===== src/rtl/rot_shift_seq_pkg.sv =====
// ---------------------------------------------------------------------------
// rot_shift_seq_pkg
//   Shared definitions for the sequential shift/rotate unit and its one-bit
//   step datapath: operation encodings and FSM state encodings.
// ---------------------------------------------------------------------------
package rot_shift_seq_pkg;

  // 3-bit operation encodings; 5..7 are reserved and behave as ROL.
  localparam logic [2:0] OP_ROL = 3'd0;
  localparam logic [2:0] OP_ROR = 3'd1;
  localparam logic [2:0] OP_SHL = 3'd2;
  localparam logic [2:0] OP_SHR = 3'd3;
  localparam logic [2:0] OP_ASR = 3'd4;

  typedef enum logic [1:0] {
    ST_IDLE = 2'd0,
    ST_RUN  = 2'd1,
    ST_DONE = 2'd2
  } state_t;

endpackage


===== src/rtl/rot_shift_seq_shift_step.sv =====
// ---------------------------------------------------------------------------
// shift_step
//   Combinational single-bit shift/rotate. Shared with the barrel-shift unit,
//   so it carries no state.
// Ports:
//   acc      in   WIDTH  value before the step
//   op       in   3      operation encoding (see rot_shift_seq_pkg)
//   next_acc out  WIDTH  value after one step
//   out_bit  out  1      bit moved out of the word by this step
// ---------------------------------------------------------------------------
module shift_step
  import rot_shift_seq_pkg::*;
#(
  parameter int WIDTH = 8
) (
  input  logic [WIDTH-1:0] acc,
  input  logic [2:0]       op,
  output logic [WIDTH-1:0] next_acc,
  output logic             out_bit
);

  always_comb begin
    next_acc = {acc[WIDTH-2:0], acc[WIDTH-1]};
    out_bit  = acc[WIDTH-1];
    case (op)
      OP_ROR: begin
        next_acc = {acc[0], acc[WIDTH-1:1]};
        out_bit  = acc[0];
      end
      OP_SHL: begin
        next_acc = {acc[WIDTH-2:0], 1'b0};
        out_bit  = acc[WIDTH-1];
      end
      OP_SHR: begin
        next_acc = {1'b0, acc[WIDTH-1:1]};
        out_bit  = acc[0];
      end
      OP_ASR: begin
        next_acc = {acc[WIDTH-1], acc[WIDTH-1:1]};
        out_bit  = acc[0];
      end
      default: begin
        // ROL and the reserved encodings
        next_acc = {acc[WIDTH-2:0], acc[WIDTH-1]};
        out_bit  = acc[WIDTH-1];
      end
    endcase
  end

endmodule


===== src/rtl/rot_shift_seq.sv =====
// ---------------------------------------------------------------------------
// rot_shift_seq
//   Multi-cycle shift/rotate unit moving one bit per clock, with a
//   start/busy/done handshake. Rotate results match rol8/ror8.
// Ports:
//   clk    in   1      rising-edge clock
//   rst    in   1      asynchronous active-high reset
//   start  in   1      request, accepted only in IDLE or DONE
//   op     in   3      0 ROL, 1 ROR, 2 SHL, 3 SHR, 4 ASR, 5-7 as ROL
//   a      in   WIDTH  operand, captured on the accepted start edge
//   shamt  in   SHW    shift count, captured on the accepted start edge
//   busy   out  1      high while stepping
//   done   out  1      one-cycle completion pulse
//   y      out  WIDTH  result, held until the next completion
//   carry  out  1      last bit shifted out (0 for shamt==0)
//   zero   out  1      y == 0, registered with y
// ---------------------------------------------------------------------------
module rot_shift_seq
  import rot_shift_seq_pkg::*;
#(
  parameter int WIDTH = 8,
  parameter int SHW   = 3
) (
  input  logic             clk,
  input  logic             rst,
  input  logic             start,
  input  logic [2:0]       op,
  input  logic [WIDTH-1:0] a,
  input  logic [SHW-1:0]   shamt,
  output logic             busy,
  output logic             done,
  output logic [WIDTH-1:0] y,
  output logic             carry,
  output logic             zero
);

  state_t           state_reg, state_next;
  logic [WIDTH-1:0] acc_reg;
  logic [SHW-1:0]   cnt_reg;
  logic [2:0]       opcode_reg;
  logic [WIDTH-1:0] y_reg;
  logic             carry_reg;
  logic             zero_reg;

  logic [WIDTH-1:0] step_acc;
  logic             step_out;
  logic             accept;

  shift_step #(.WIDTH(WIDTH)) u_step (
    .acc      (acc_reg),
    .op       (opcode_reg),
    .next_acc (step_acc),
    .out_bit  (step_out)
  );

  // start is only honoured outside RUN; a request mid-operation is dropped.
  assign accept = start && (state_reg == ST_IDLE || state_reg == ST_DONE);

  always_ff @(posedge clk or posedge rst) begin
    if (rst) state_reg <= ST_IDLE;
    else     state_reg <= state_next;
  end

  always_comb begin
    state_next = state_reg;
    case (state_reg)
      ST_IDLE: if (start) state_next = ST_RUN;
      ST_RUN:  if (cnt_reg == '0) state_next = ST_DONE;
      ST_DONE: state_next = start ? ST_RUN : ST_IDLE;
      default: state_next = ST_IDLE;
    endcase
  end

  always_ff @(posedge clk or posedge rst) begin
    if (rst) begin
      acc_reg    <= '0;
      cnt_reg    <= '0;
      opcode_reg <= OP_ROL;
      y_reg      <= '0;
      carry_reg  <= 1'b0;
      zero_reg   <= 1'b0;
    end else if (accept) begin
      acc_reg    <= a;
      cnt_reg    <= shamt;
      opcode_reg <= op;
      carry_reg  <= 1'b0;
    end else if (state_reg == ST_RUN) begin
      if (cnt_reg != '0) begin
        acc_reg   <= step_acc;
        carry_reg <= step_out;
        cnt_reg   <= cnt_reg - SHW'(1);
      end else begin
        // y/zero are published only here, so they stay stable through RUN.
        y_reg    <= acc_reg;
        zero_reg <= (acc_reg == '0);
      end
    end
  end

  assign busy  = (state_reg == ST_RUN);
  assign done  = (state_reg == ST_DONE);
  assign y     = y_reg;
  assign carry = carry_reg;
  assign zero  = zero_reg;

endmodule


===== config.mk =====
export PLATFORM = sky130hd
export DESIGN_NAME = rot_shift_seq
export DESIGN_NICKNAME = d
export VERILOG_FILES = /design/src/rtl/rot_shift_seq_pkg.sv /design/src/rtl/rot_shift_seq_shift_step.sv /design/src/rtl/rot_shift_seq.sv
export SDC_FILE = /design/constraint.sdc
export NUM_CORES = 1
export LEC_CHECK = 0
export CAP_MARGIN = 25
export CORE_ASPECT_RATIO = 1.25
export CORE_MARGIN = 2
export CORE_UTILIZATION = 31
export CTS_CLUSTER_SIZE = 24
export DETAILED_ROUTE_END_ITERATION = 10
export PLACE_DENSITY = 0.58
export SLEW_MARGIN = 30
export SYNTH_ARGS = -nofsm -noshare
export SYNTH_HDL_FRONTEND = slang
export SYNTH_HIERARCHICAL = 1
export SYNTH_SLANG_ARGS = --single-unit

===== constraint.sdc =====
create_clock -name clk -period 3.95 [get_ports clk]
set_input_delay 0.9875 -clock clk [delete_from_list [all_inputs] [get_ports clk]]
set_output_delay 0.9875 -clock clk [all_outputs]
set_load 0.01 [all_outputs]

==> run metrics, run 1 <==
outcome=complete, no violations; Cell Chain, Critical Path=nand2b_1 -> inv_1 -> clkdlybuf4s50_1; initial antenna violation count=0; Routed Antenna Nets=0; chip width=64.43 um; worst-margin pin slew=0.5529 ns; final period utilization=0.6478; Initial Util=0.3222; number of CTS-inserted buffers=3; non-filler cells, final=201; worst skew pair latency=0.26 ns; fmax=390.8 MHz; max incr delay on CP=0.53 ns; Post CTS Setup Buffer Count=0; DR WL/cell=13.47 um; Area growth, synth to finish=25.82%; Synthesis Warnings=6; GPL Wtd Cong=0.6936; Inst Count DP=197; number of iterations in the first detailed-routing pass=4; Layout Nets=163; Final Hold Viols=0; Post-DP Area=1725 um2; GR Util All Layers=0.1123; vias in the first global route=1009; Total Neg Setup Slack=0 ns; FF+latch count, synth=26; largest net degree at the start of global routing=27; Syn Inst Count=115; # rows=27; Compound-Gate Fraction of Synth Area=0.05393; CP max-delay cell=clkdlybuf4s50_1; Synth Area in Simple Gates=0.1132; MaxCap Viol Count=0; post-cts repair resize count=0; number of remaining DRC errors=0; CTS tree=built; Synth Area in Adders=0.01768; pwr dens=828.3 nW/um2; combinational family with the most area after synthesis=multiplexers; via count=946; Critical Path AT=1.57 ns; post-synthesis mux area share=0.3042; ratio of cells with drive above 1 in the final layout=0.2937; DR vias/cell=4.706; leakage dissipation=0.7716 nW; mapped cell area=1415 um2; maximum vdd drop=335.8 uV; crit start category=flop; RSZ-0062 raised after global routing=no; first-pass GRT wire length=4616 um; Syn Area/Cell=12.31 um2; hold path depth=1; post-synthesis xor/xnor area fraction=0; core area=4392 um2; WP data required=2.96 ns; post-route minimum period=2.559 ns; most frequent cells in the layout=mux2_2 (30), clkdlybuf4s50_1 (28), dfrtp_1 (26); clk_skew=0.003010 ns; IO Pins=29; final setup vio count=0; Seq/Total Area, Yosys=0.4598; antenna diode count=0; Synth cell types=28; global route overflow=0; clk buf depth=2; max-slew violation count=0; hold_buf cts=0; root buf cell=clkbuf_8; I/O Buffers=28; Sink Count=26; CP endpoint kind=primary output; Mapped Nets=134; Min-Delay Path Class=reg2reg; reg2reg path depth=5; die area=5125 um2; die height=79.54 um; Clock transition at path regs=0.09 ns; initial DRC count=35; Setup CP Type=reg2out; Tot Pwr=1.475 mW; # H-tree levels=1; wirelength, routed=2708 um; Max-Slew Margin vs Limit=0.6309; Finished Cell Area=1780 um2; HPWL after detailed placement=2028 um; commonest non-fill, non-tap cell in the layout=mux2_2; CP Max Fanout=7
[per-stage QoR]
stage / worst slack (ns) / hold slack (ns) / utilization
6_report: 1.391 / 0.5117 / 0.4054
3_3_place_gp: 1.530 / 0.4915 / 0.3929
3_5_place_dp: 1.469 / 0.4957 / 0.3929
2_1_floorplan: 2.012 / 0.4662 / -
4_1_cts: 1.368 / 0.5163 / 0.4054
5_1_grt: 1.296 / 0.5327 / 0.4054
[synthesized netlist by cell type]
cell / n / area (um2)
a21oi_1: 2 / 10.01
a221oi_1: 1 / 8.760
a31oi_1: 2 / 12.51
and2b_1: 2 / 15.01
and4bb_2: 1 / 12.51
buf_2: 1 / 5.000
buf_6: 2 / 22.52
buf_8: 1 / 15.01
dfrtp_1: 26 / 650.6
ha_1: 2 / 25.02
inv_1: 8 / 30.03
mux2_2: 30 / 337.8
mux2_4: 2 / 30.03
mux2i_1: 4 / 40.04
mux2i_4: 1 / 22.52
nand2_1: 10 / 37.54
nand2b_1: 1 / 6.260
nand2b_4: 2 / 27.53
nand3_1: 2 / 10.01
nand3b_1: 1 / 7.510
nor2_1: 3 / 11.26
nor2b_1: 1 / 6.260
nor4_1: 2 / 12.51
o21ai_0: 4 / 20.02
o21ai_4: 1 / 16.27
o311ai_0: 1 / 8.760
or3_1: 1 / 6.260
or4_1: 1 / 7.510
[path summary, 6_finish.rpt]
check / from / to / slack [ns]
worst min-delay path: y[6] / y[6] / 0.51
worst min register to register: y[6] / y[6] / 0.51
min in group asynchronous: rst / state_reg[0] / 1.09
max in group asynchronous: rst / acc_reg[0] / 2.50
worst max register to register: opcode_reg[2] / acc_reg[6] / 1.98
worst max-delay path: state_reg[1] / busy / 1.39
[where the power goes]
| group | leakage [nW] | internal [mW] | switching (mW) |
|---|---|---|---|
| combinational | 0.425 | 0.481 | 0.297 |
| clock | 0.0288 | 0.0889 | 0.0793 |
| sequential | 0.318 | 0.399 | 0.130 |
| total | 0.772 | 0.969 | 0.506 |
[area by class of cell]
type,instances,area [um2]
tap,58,72.57
fill,451,2611
sequential,26,650.6
inverter,8,30.03
timing repair buffer,28,280.3
clock buffer,4,55.05
multi-input combinational,77,691.9
[logic make-up after synthesis]
kind of cell,count (synthesis)
AO/OA/AOI/OAI,11
adder cells (fa/ha/maj),2
buffers and inverters,12
flip-flops,26
multiplexers,37
AND/OR/NAND/NOR,27
[routing by layer]
layer / global-route usage / vias to the layer above / wire, um / part of all wire
met1: 0.1375 / 467 / 1241 / 0.46
li1: - / 463 / - / -
met2: 0.2042 / 14 / 1381 / 0.51
met4: 0.03830 / 0 / 20 / 0.0074
met3: 0.01128 / 2 / 65 / 0.024
met5: 0 / - / 0 / 0
[worst max-delay path, delay by kind of cell (launching register included)]
family	cells	cell delay, ns
buffers and inverters	2	0.65
flip-flops	1	0.40
AND/OR/NAND/NOR	1	0.26
(Power assumes the default switching activity.)
==> inputs of run 2 (changes only) <==
--- a/config.mk
+++ b/config.mk
@@ -11,7 +11,7 @@
 export CORE_UTILIZATION = 31
 export CTS_CLUSTER_SIZE = 24
 export DETAILED_ROUTE_END_ITERATION = 10
-export PLACE_DENSITY = 0.58
+export PLACE_DENSITY = 0.6
 export SLEW_MARGIN = 30
 export SYNTH_ARGS = -nofsm -noshare
 export SYNTH_HDL_FRONTEND = slang
==> constraint.sdc (replaced) <==
create_clock -name clk -period 2.3 [get_ports clk]
set_input_delay 0.575 -clock clk [delete_from_list [all_inputs] [get_ports clk]]
set_output_delay 0.575 -clock clk [all_outputs]
set_load 0.01 [all_outputs]
==> run metrics, run 2 (same netlist as run 1, synthesis figures left out) <==
outcome=complete, no violations (unchanged); Total Neg Setup Slack=0 ns (unchanged); IO Pins=29 (unchanged); MaxCap Viol Count=0 (unchanged); largest net degree at the start of global routing=27 (unchanged); ratio of cells with drive above 1 in the final layout=0.2917 (was 0.2937); final period utilization=0.9410; WP buf/inv=2 (unchanged); wirelength, routed=2770 um (was 2708 um); Finished Cell Area=1804 um2 (was 1780 um2); Hold Slack=0.5143 ns (was 0.5117 ns); met3 usage=0.01975 (was 0.01128); DR WL/cell=13.71 um (was 13.47 um); root buf cell=clkbuf_8 (unchanged); CP endpoint kind=primary output (unchanged); Cell Chain, Critical Path=nand2b_1 -> inv_1 -> clkdlybuf4s50_1 (unchanged); max-slew violation count=0 (unchanged); fmax=462.0 MHz; CP max-delay cell=clkdlybuf4s50_1 (unchanged); number of iterations in the first detailed-routing pass=5 (was 4); commonest non-fill, non-tap cell in the layout=mux2_2 (unchanged); # H-tree levels=1 (unchanged); leakage dissipation=0.7844 nW (was 0.7716 nW); WP data required=1.73 ns (was 2.96 ns); DR vias/cell=4.891 (was 4.706); Layout Nets=164 (was 163); via count=988 (was 946); hold_buf cts=0 (unchanged); pwr dens=1461 nW/um2 (was 828.3 nW/um2); final setup vio count=0 (unchanged); initial antenna violation count=0 (unchanged); vias in the first global route=1080 (was 1009); most frequent cells in the layout=mux2_2 (30), clkdlybuf4s50_1 (28), dfrtp_1 (26) (unchanged); crit-path leading delay family=buffers and inverters (unchanged); Filler Cells Inserted=449 (was 451); Post CTS Setup Buffer Count=0 (unchanged); RSZ-0062 raised after global routing=no (unchanged); chip width=64.43 um (unchanged); global route overflow=0 (unchanged); clk_skew=0.001109 ns (was 0.003010 ns); GR Util All Layers=0.1193 (was 0.1123); worst-margin pin slew=0.3945 ns (was 0.5529 ns); CP Max Fanout=7 (unchanged); Sequential Area=650.6 um2 (unchanged); number of CTS-inserted buffers=3 (unchanged); die area=5125 um2 (unchanged); number of remaining DRC errors=0 (unchanged); core area=4392 um2 (unchanged); Setup WS pre-CTS=0.2623 ns (was 1.469 ns); Initial Util=0.3222 (unchanged); met1 usage=0.1423 (was 0.1375); Area growth, synth to finish=27.50% (was 25.82%); GPL Wtd Cong=0.7204 (was 0.6936); initial DRC count=15 (was 35); die height=79.54 um (unchanged); Critical Path AT=1.59 ns (was 1.57 ns); clk buf depth=2 (unchanged); Post-DP Area=1733 um2 (was 1725 um2); post-route minimum period=2.164 ns; Setup CP Type=reg2out (unchanged); post-cts repair resize count=0 (unchanged); GR peak layer=met2 (unchanged); Routed Antenna Nets=0 (unchanged); first-pass GRT wire length=4830 um (was 4616 um); Clock transition at path regs=0.09 ns (about the same); Setup WS post-layout=0.1357 ns (was 1.391 ns); max incr delay on CP=0.54 ns (was 0.53 ns); Max-Slew Margin vs Limit=0.7360 (was 0.6309); maximum vdd drop=742.9 uV (was 335.8 uV); HPWL after detailed placement=2083 um (was 2028 um); CTS tree=built (unchanged); Min-Delay Path Class=reg2reg (unchanged); area of the multi-input gates=691.9 um2 (unchanged); Final Hold Viols=0 (unchanged); met2 global-route usage=0.2104 (was 0.2042); antenna diode count=0 (unchanged); I/O Buffers=28 (unchanged); Sink Count=26 (unchanged); # rows=27 (unchanged); crit start category=flop (unchanged); worst skew pair latency=0.27 ns (was 0.26 ns)
-- run 2: path summary, 6_finish.rpt --
path / start / end / slack [ns] / depth (start not counted)
max in group asynchronous: rst / opcode_reg[1] / 1.40 / 3
min reg2reg: y[2] / y[2] / 0.51 / 1
min: y[2] / y[2] / 0.51 / 1
max: state_reg[1] / busy / 0.14 / 3
min in group asynchronous: rst / state_reg[0] / 0.66 / 3
max reg2reg: opcode_reg[0] / acc_reg[4] / 0.32 / 5
-- run 2: per-stage QoR --
stage          utilization  total power, mW  instances
5_1_grt             0.4108            2.837        202
4_1_cts             0.4108            2.666        202
3_3_place_gp        0.3946            2.227        198
3_5_place_dp        0.3946            2.283        198
2_1_floorplan            -            1.902        115
6_report            0.4108            2.636        202
-- run 2: final cells by class --
| class | instances | share of cell area |
|---|---|---|
| clock buffer | 3 | 0.02288 |
| clock inverter | 1 | 0.01664 |
| sequential | 26 | 0.3606 |
| tap | 58 | 0.04022 |
| multi-input combinational | 77 | 0.3835 |
| inverter | 8 | 0.01664 |
| timing repair buffer | 29 | 0.1595 |
-- run 2: layer usage --
layer | vias up | wire (um)
li1 | 464 | -
met2 | 20 | 1465
met3 | 4 | 62
met1 | 500 | 1195
met5 | - | 0
met4 | 0 | 47
-- run 2: report_power, final --
part | internal (mW) | switching, mW
registers | 0.685 | 0.228
clock network | 0.233 | 0.141
logic | 0.828 | 0.522
==> RTL change 1, RTL diff (config.mk and constraints of run 2) <==
The parameter `SHW` goes from 3 to 5.
--- a/src/rtl/rot_shift_seq.sv
+++ b/src/rtl/rot_shift_seq.sv
@@ -19,7 +19,7 @@
   import rot_shift_seq_pkg::*;
 #(
   parameter int WIDTH = 8,
-  parameter int SHW   = 3
+  parameter int SHW   = 5
 ) (
   input  logic             clk,
   input  logic             rst,
Ports: changed (resized shamt); port bits go from 29 to 31. No check against the original RTL was run, so the function may have changed too.
==> RTL change 1 against run 2 <==
Global-route usage grew 0.78 points. Sequential power grew 6.7%. Power grew 0.25%. Sequential cell count grew 2. Area after synthesis grew 6.6%. Maximum frequency shrank 0.17%. Wire length grew 16%. Worst setup slack lost 3.6 ps. Critical path depth is the same. Sequential share of layout area grew 0.091 points. Cell area grew 7.4%. Highest routed layer unchanged.
==> RTL change 1: results <==
group,metric,value,unit
routing,dr_wl_met3,109,um
pwr,peakVddDrop,466,uV
global_routing,grt_use_met3,1.92,%
outcome,outcome,"completed",
routing,wl_met2,1590,um
routing,drt-total-wl,3200,um
pwr,p_leak,0.858,nW
global_routing,grt_first_pass_wirelength,5330,um
placement,io_buffers,30,
yosys,ys_top_cells_by_count,"31 x nand2_1, 28 x dfrtp_1, 10 x nand3_1",
yosys,ys_seq_area_share,46.4,%
pwr,power,0.00264,W
sta,worst_clock_skew,5.59,ps
yosys,synthesis.nets,167,
final_layout,antenna_cells,0,
routing,viasPerCell,4.90,
final_layout,nFillCells,472,
routing,first_iter_violations,23,
final_layout,fin_nets,199,
worst_hold_path,min-delay-start,"y[3]",
global_routing,use_met2,22.3,%
global_routing,grt_pass1_vias,1143,
global_routing,use_met1,16.1,%
final_layout,fin_cells,238,
worst_setup_path,cp.arrival,1590,ps
sta,worstMarginPinSlew,597,ps
routing,detail_route.first_pass.iterations,4,
pwr,clk-power,0.000387,W
yosys,synthMuxAreaShare,17.4,%
final_layout,drive_above_1_share,15.7,%
placement,place_area,1870,um2
placement,dp.final_hpwl,2280,um
worst_setup_path,rr_startpoint,"cnt_reg[0]",
global_routing,grt_usage,12.7,%
routing,m1WireLength,1480,um
placement,dp.cells,234,
pwr,p_seq_share,36.9,%
placement,routabilityCongestion,0.780,
yosys,netlist_top_cells_area,"dfrtp_1 46%, mux2_4 8.0%, nand2_1 7.7%",
yosys,ys_types,35,
cts,clk_pin_slew_worst_paths,100,ps
global_routing,grt_max_degree,29,
RTL change 1: cell types whose count changed after synthesis, sizes merged, moves of 3 or more:
| cell | change |
|---|---|
| nand2 | +21 |
| nand3 | +8 |
| mux2 | -16 |
| o211ai | +8 |
| clkbuf | +5 |
| nor2 | +3 |
RTL change 1: layout make-up:
| class | count | area (um2) | area share, % |
|---|---|---|---|
| multi-input combinational | 104 | 727 | 37.5 |
| sequential | 28 | 701 | 36.2 |
| timing repair buffer | 35 | 338 | 17.4 |
| tap | 60 | 75.1 | 3.87 |
| clock buffer | 3 | 41.3 | 2.13 |
| clock inverter | 1 | 30.0 | 1.55 |
| inverter | 7 | 26.3 | 1.36 |
RTL change 1: worst paths after layout:
kind | to | slack (ps) | depth (start not counted)
worst max-delay path | busy | 130 | 3
worst min register to register | y[3] | 520 | 1
max in group asynchronous | acc_reg[1] | 1370 | 3
worst min-delay path | y[3] | 520 | 1
worst max register to register | y[1] | 160 | 5
min in group asynchronous | y[5] | 660 | 3
==> RTL change 2, RTL diff (config.mk and constraints of run 2) <==
Without the edit above. The 3 states of `state_t` get a one-hot encoding in 3 bits.
--- a/src/rtl/rot_shift_seq_pkg.sv
+++ b/src/rtl/rot_shift_seq_pkg.sv
@@ -12,10 +12,10 @@
   localparam logic [2:0] OP_SHR = 3'd3;
   localparam logic [2:0] OP_ASR = 3'd4;
 
-  typedef enum logic [1:0] {
-    ST_IDLE = 2'd0,
-    ST_RUN  = 2'd1,
-    ST_DONE = 2'd2
+  typedef enum logic [2:0] {
+    ST_IDLE = 3'b001,
+    ST_RUN  = 3'b010,
+    ST_DONE = 3'b100
   } state_t;
 
 endpackage
Formal check against the unedited RTL: no difference found for any inputs over 10 cycles, from zero or initial values and one cycle with rst high; not proved beyond that.
==> RTL change 2 against run 2 <==
Cell area increased by 5.9%. Die area increased by 6.5%. Wire length increased by 28%. Sequential cell count increased by 1. Area after synthesis increased by 6.9%. Non-clock buffer count increased by 4. First-iteration DRC count increased to 5.7 times the old value. Clock power decreased by 28%. Power decreased by 4.8%. Worst setup slack improved by 3.9 ps.
==> RTL change 2: results <==
group,metric,value,unit
yosys,ys_types,38,
worst_setup_path,cpMaxStageDelayCell,"clkdlybuf4s50_1",
sta,slew_headroom,63.0,%
yosys,ys_seq_area_share,44.7,%
yosys,ys_top_cells_by_count,"26 x dfrtp_1, 12 x o21ai_0, 11 x mux2_2, 11 x nand3_1, 9 x nor3_1",
routing,vias,1171,
final_layout,drive_above_1_share,23.0,%
cts,clk_pin_slew_worst_paths,90,ps
placement,io_buffers,28,
cts,ctsHoldBuffers,0,
yosys,netlist_top_cells_area,"dfrtp_1 43%, mux2_2 8.2%, mux2_4 7.9%",
pwr,p_leak,0.804,nW
global_routing,grt_usage,13.8,%
global_routing,antenna_found_initial,0,
worst_hold_path,hold_path_end,"y[7]",
pwr,peakVddDrop,351,uV
worst_setup_path,r2r_end,"y[2]",
worst_setup_path,max_stage_delay,580,ps
outcome,outcome,"completed",
yosys,synthesis.nets,153,
worst_hold_path,min-delay-start,"y[7]",
cts,cts_root_buffer,"clkbuf_8",
sta,timing_hold_violations_final,0,
cts,clock_latency,270,ps
routing,detail_route.first_pass.iterations,4,
placement,dp.final_hpwl,2450,um
final_layout,fin_nets,185,
placement,routabilityCongestion,0.823,
global_routing,grt_first_pass_wirelength,5820,um
routing,first_iter_violations,86,
cts,cts_made_buffers,3,
worst_setup_path,r2r_slack,620,ps
final_layout,area_growth,26.3,%
routing,routedWlPerCell,15.7,um
cts,ctsLongestPathBuffers,2,
worst_setup_path,crit_fanout,3,
worst_setup_path,rr_startpoint,"state_reg[0]",
global_routing,grt_pass1_vias,1220,
yosys,synthArstFlopShare,100,%
sta,worst_clock_skew,2.35,ps
global_routing,grt_max_degree,28,
-- RTL change 2: cell types whose count changed after synthesis, sizes merged, moves of 2 or more --
cell and delta:
nand3 +9, nor3 +9, inv -2, mux2i -2, a21oi +3, a31oi +6, clkbuf +3, nand2 -6
or3b +2, mux2 -13, o21ai +7
-- RTL change 2: repair_timing --
item,CTS,global route
buffers inserted,1,0
setup endpoints to repair,1,1
resized for setup,0,1
-- RTL change 2: layout make-up --
| class | instances | area (um2) |
|---|---|---|
| clock buffer | 4 | 45.0 |
| fill | 463 | 2820 |
| inverter | 6 | 27.5 |
| multi-input combinational | 95 | 766 |
| sequential | 27 | 677 |
| tap | 60 | 75.1 |
| timing repair buffer | 33 | 320 |
-- RTL change 2: kinds of logic (layout without fill, tap and decap cells) --
logic type               Yosys count  count (layout)  synth area share (%)
AO/OA/AOI/OAI                     31              31                  12.4
XOR/XNOR                           2               2                  1.65
adder cells (fa/ha/maj)            2               2                  1.65
buffers and inverters             12              43                  4.63
flip-flops                        27              27                  44.7
multiplexers                      22              22                  18.9
AND/OR/NAND/NOR                   38              38                  16.0
-- RTL change 2: how the worst max path moves through the flow --
stage / start / endpoint / slack [ps] / cells after the start
floorplan: state_reg[2] / busy / 660 / 3
global placement: state_reg[2] / busy / 310 / 3
detailed placement: state_reg[2] / busy / 290 / 3
CTS: state_reg[0] / busy / 20 / 3
global route: state_reg[2] / done / 30 / 3
finish: state_reg[2] / done / 140 / 3
-- RTL change 2: per-stage QoR --
step	area, um2	hold slack, ps	instances	setup WS, ps	utilization (%)
2_1_floorplan	1510	504	134	665	-
3_3_place_gp	1860	494	220	305	39.2
3_5_place_dp	1860	498	220	293	39.2
4_1_cts	1910	521	225	17.1	40.3
5_1_grt	1910	543	225	32.3	40.4
6_report	1910	518	225	140	40.4
-- RTL change 2: power by group --
group / internal (W) / leakage [nW] / total (W) / switching, W
registers: 0.000700 / 0.324 / 0.000945 / 0.000244
clock network: 0.000124 / 0.0228 / 0.000269 / 0.000145
logic: 0.000704 / 0.457 / 0.00130 / 0.000591
total: 0.00153 / 0.804 / 0.00251 / 0.000981
-- RTL change 2: routing by layer --
| metal | global-route usage, % | vias to the layer above | wire length (um) |
|---|---|---|---|
| met5 | 0 | - | 0 |
| met4 | 5.71 | 0 | 48 |
| met2 | 24.4 | 38 | 1800 |
| met3 | 1.49 | 4 | 150 |
| li1 | - | 558 | - |
| met1 | 17.1 | 571 | 1550 |
